$ cat src/rtl/fifo_read_ctrl.sv
// rtl/fifo_read_ctrl.sv - read-side controller of the clock-domain-crossing FIFO
//
// Ports:
//   clk, rst_n   read-domain clock, asynchronous active-low reset
//   wptr_gray    Gray write pointer from the write domain (asynchronous to clk)
//   ram_ra       RAM read address
//   ram_rd       RAM read data, combinational from ram_ra
//   rptr_gray    registered Gray read pointer returned to the write domain
//   empty        no unread entries left in the RAM (output register not counted)
//   rd_count     RAM-side occupancy, 0..(1<<addrsize)
//   dout         show-ahead output data register
//   dout_valid   dout holds an unconsumed word
//   dout_ready   consumer accepts dout when dout_valid && dout_ready

module fifo_read_ctrl #(
  parameter int MSB      = 8,
  parameter int addrsize = 8
) (
  input  logic                clk,
  input  logic                rst_n,
  input  logic [addrsize:0]   wptr_gray,
  output logic [addrsize-1:0] ram_ra,
  input  logic [MSB-1:0]      ram_rd,
  output logic [addrsize:0]   rptr_gray,
  output logic                empty,
  output logic [addrsize:0]   rd_count,
  output logic [MSB-1:0]      dout,
  output logic                dout_valid,
  input  logic                dout_ready
);

  logic [addrsize:0] wq1;
  logic [addrsize:0] wq2;
  logic [addrsize:0] wbin_s;
  logic [addrsize:0] rbin;
  logic [addrsize:0] rgray;
  logic [addrsize:0] rbin_next;
  logic [addrsize:0] rgray_next;
  logic              pop;

  // Gray-to-binary: each binary bit is the XOR of all Gray bits at or above it.
  always_comb begin
    wbin_s = '0;
    for (int i = 0; i <= addrsize; i++) begin
      wbin_s[i] = ^(wq2 >> i);
    end
  end

  // Pop whenever the RAM has data and the output register is free or being drained
  // this same cycle, which sustains one word per clock.
  assign pop        = !empty && (!dout_valid || dout_ready);
  assign rbin_next  = rbin + {{addrsize{1'b0}}, pop};
  assign rgray_next = (rbin_next >> 1) ^ rbin_next;

  assign ram_ra    = rbin[addrsize-1:0];
  assign rptr_gray = rgray;

  always_ff @(posedge clk or negedge rst_n) begin
    if (!rst_n) begin
      wq1        <= '0;
      wq2        <= '0;
      rbin       <= '0;
      rgray      <= '0;
      empty      <= 1'b1;
      rd_count   <= '0;
      dout       <= '0;
      dout_valid <= 1'b0;
    end else begin
      // Two-flop synchronizer; only wq2 is used by any downstream logic.
      wq1      <= wptr_gray;
      wq2      <= wq1;
      rbin     <= rbin_next;
      rgray    <= rgray_next;
      // Full-width compare: the extra wrap bit distinguishes full from empty.
      empty    <= (rgray_next == wq2);
      // One extra bit lets a full RAM read as 1<<addrsize rather than 0.
      rd_count <= wbin_s - rbin_next;
      if (pop) begin
        dout       <= ram_rd;
        dout_valid <= 1'b1;
      end else if (dout_ready) begin
        dout_valid <= 1'b0;
      end
    end
  end

endmodule

$ cat config.mk
export PLATFORM = sky130hd
export DESIGN_NAME = fifo_read_ctrl
export DESIGN_NICKNAME = d
export VERILOG_FILES = /design/src/rtl/fifo_read_ctrl.sv
export SDC_FILE = /design/constraint.sdc
export NUM_CORES = 1
export LEC_CHECK = 0
export BUFFER_PORTS_ARGS = -buffer_cell sky130_fd_sc_hd__buf_2
export CAP_MARGIN = 40
export CORE_ASPECT_RATIO = 0.7
export CORE_MARGIN = 4
export CORE_UTILIZATION = 48
export DETAILED_ROUTE_END_ITERATION = 10
export GPL_ROUTABILITY_DRIVEN = 0
export PLACE_DENSITY = 0.86
export SKIP_LAST_GASP = 1
export SYNTH_ARGS = -nofsm -noshare
export SYNTH_HDL_FRONTEND = slang
export SYNTH_SLANG_ARGS = --single-unit
export TNS_END_PERCENT = 50
$ cat constraint.sdc
create_clock -name clk -period 3.18 [get_ports clk]
set_input_delay 0.636 -clock clk [delete_from_list [all_inputs] [get_ports clk]]
set_output_delay 0.636 -clock clk [all_outputs]
set_load 0.03 [all_outputs]
==> impl_metrics.py <==
metrics = {
    "run_status": {
        "status": "finished, final reports clean",
    },
    "final_layout": {
        "n_fill_cell": 391,
        "finalNetCount": 309,
        "diodes": 0,
        "synthToLayoutAreaGrowth_pct": 22.7,
        "drive_above_1_share": 0.339,
        "regArea_sq_mm": 0.00136,
        "multi_input_area_sq_mm": 0.00109,
        "design_area_sq_mm": 0.00306,
    },
    "drt": {
        "drtAntennaViolNets": 0,
        "route.top_layer_used": "met4",
        "detail_route.iter0.violations": 82,
        "post-route-drc-count": 0,
        "wl_per_cell_um": 14.0,
        "wl_met3_um": 412,
        "via_count": 1774,
        "finalWirelength_um": 4930,
        "route.detailed.vias_per_inst": 5.04,
        "dr.pass1.iters": 4,
        "wl_met1_um": 2300,
        "dr_wl_met2_um": 2130,
    },
    "min_path": {
        "hp-class": "in -> async",
    },
    "sta": {
        "rsz0062_at_grt": "false",
        "fin_skew_ps": 11.5,
        "slew_headroom": 0.677,
        "finalHoldViolCount": 0,
        "hold_ws_ps": 239,
        "worst_pin_slew_ps": 481,
        "max_freq_mhz": 331,
        "fin_crit_ps": 3020,
        "setup_viol": 0,
        "layout_setup_ws_ps": 157,
        "setup_tns_ps": 0,
        "drv_slew": 0,
        "post-route-period-util": 0.951,
    },
    "synth": {
        "synth-edff-count": 0,
        "synth.cell_area_sq_mm": 0.00249,
        "ys_types": 40,
        "synth_top_area_cell": "dfrtp_1",
        "synth_area_leaders": "dfrtp_1 53%, xnor2_1 11%, mux2_2 3.6%",
        "synth_area_per_cell_sq_um": 11.9,
        "synth_top_family_by_area": "XOR/XNOR gates",
        "yosysWarnings": 0,
        "synth.mux.area_fraction": 0.0452,
        "synth_xor_area_frac": 0.188,
        "yosys.area_share.adder": 0.0382,
        "ys.flop_type": "dfrtp_1",
        "ys_top_cells_by_count": "53 x dfrtp_1, 32 x xnor2_1, 20 x nor2_1",
        "yosysMostFrequentCell": "dfrtp_1",
        "syn_nets": 237,
        "synthCells": 210,
        "async_reset_ff_frac": 1.00,
        "synth_compound_area_frac": 0.0658,
        "yosysTopAreaCellShare": 0.532,
        "ys_ff_latch": 54,
        "synth_seq_area_share": 0.543,
        "yosys.area_share.simple": 0.0929,
    },
    "floorplan": {
        "coreArea_sq_mm": 0.00489,
        "die_h_um": 68.3,
        "fp.dieW_um": 94.1,
        "start_util": 0.510,
        "die_area_sq_mm": 0.00643,
        "num_io_pins": 56,
        "placementRows": 21,
    },
    "clock_tree": {
        "path_clk_slew_ps": 90,
        "insertion_delay_ps": 310,
        "htreeDepth": 2,
        "cts_buffer_depth": 2,
        "cts_tree": "yes",
        "numCtsBuffers": 5,
        "postCtsHoldBufs": 0,
        "root_buffer": "clkbuf_8",
        "clkSinkCount": 54,
    },
    "place": {
        "place_hpwl_um": 3890,
        "dpl_cell_area_sq_mm": 0.00295,
        "portBuffers": 55,
        "preCtsSetupSlack_ps": 112,
    },
    "worst_setup_path": {
        "critPathKind": "reg -> reg",
        "path_common_cell": "xor2_1",
        "crit_fanout": 8,
        "arrival_ps": 3250,
        "cpPeakStageDelay_ps": 550,
        "path_cells": "xor2_4 > xnor3_2 > xor2_1 > xnor2_1 > inv_1 > fa_1 > a21oi_2 > a211oi_2 > o31ai_2 > xor2_1",
        "setup.worst_path.end_class": "flop",
        "start_kind": "flop",
        "required_ps": 3410,
        "slowest_stage": "xnor3_2",
    },
    "power": {
        "peakVddDrop_mv": 0.447,
        "total_power_mw": 2.97,
        "powerDensity_mw_per_mm2": 970,
        "leakage_nw": 1.44,
    },
    "flow_run": {
        "max_cap_violations": 0,
    },
    "grt": {
        "grt_overflow": 0,
        "track_usage": 0.165,
        "grt_pass1_vias": 1736,
        "grt_pass1_wl_um": 8050,
        "grt_max_degree": 29,
        "antenna_found_initial": 0,
    },
}
## routing by layer
layer / up-vias / track usage
li1: 839 / -
met2: 82 / 0.251
met3: 9 / 0.0440
met1: 844 / 0.228
met4: 0 / 0.0649
met5: - / 0
## cells in the final DEF, fill, tap and decap left out, drive strengths merged, types with 2 or more instances in the layout
cell type and instances:
o41ai 2, mux2 8, dfrtp 53, ha 6, buf 67, a21oi 9, xnor3 3, a211oi 2
xnor2 32, nand2 9, o21ai 5, nor3 8, and3 3, nand3 6, xor2 12, nor2 20
inv 15, clkbuf 7
## worst max-delay path: cells and delay by family, from the launching register on
kind / cells / cell delay (ps)
buffers and inverters: 1 / 100
adders and majority gates: 1 / 480
xor gates and xnor gates: 5 / 1410
DFF: 1 / 470
AOI/OAI and AO/OA: 3 / 490
## cell type report
type | instances | share of cell area
well taps | 69 | 0.0282
repair buffers | 67 | 0.124
clock buffers | 7 | 0.0250
clock inverters | 1 | 0.00245
inverters | 16 | 0.0196
flip-flops and latches | 54 | 0.443
multi-input cells | 138 | 0.358
## logic make-up (layout without fill, tap and decap cells)
kind of cell             after synthesis  in the layout
AO/OA/AOI/OAI                         24             24
XOR/XNOR                              47             47
adder cells (fa/ha/maj)                7              7
buffers and inverters                 18             91
flip-flops                            54             54
multiplexers                           9              9
AND/OR/NAND/NOR                       51             51
## power by group
part / internal [mW] / switching, mW
registers: 0.864 / 0.0961
logic: 0.639 / 1.00
clock network: 0.156 / 0.211
## flip-flops by register name, summed over array words and instances (netlist names)
| signal | cells |
|---|---|
| dout | 8 |
| dout_valid | 1 |
| rptr_gray | 8 |
| wq1 | 9 |
| wq2 | 9 |
| rd_count | 9 |
| rbin | 9 |
| empty | 1 |
## metrics by stage
stage,std cells,util
finish,352,0.626
global route,352,0.626
CTS,352,0.621
detailed placement,344,0.604
global placement,343,0.600
floorplan,210,-
## worst paths after layout
path	startpoint	slack, ps	endpoint	depth (start not counted)
worst max-delay path	wq2[8]$_DFF_PN0_	160	rd_count[8]$_DFF_PN0_	10
worst min-delay path	rst_n	240	rbin[3]$_DFF_PN0_	1
worst max register to register	wq2[8]$_DFF_PN0_	160	rd_count[8]$_DFF_PN0_	10
worst min register to register	wq1[0]$_DFF_PN0_	350	wq2[0]$_DFF_PN0_	0
max in group asynchronous	rst_n	2240	wq2[7]$_DFF_PN0_	3
min in group clk	wq1[0]$_DFF_PN0_	350	wq2[0]$_DFF_PN0_	0
## repair_timing
item / in CTS / in global routing
resized for setup: 0 / 4
endpoints found under the setup margin: 0 / 4
endpoints found under the hold margin: 0 / 0
buffers inserted: 0 / 0
No activity file was read; power rests on OpenSTA's default activity.
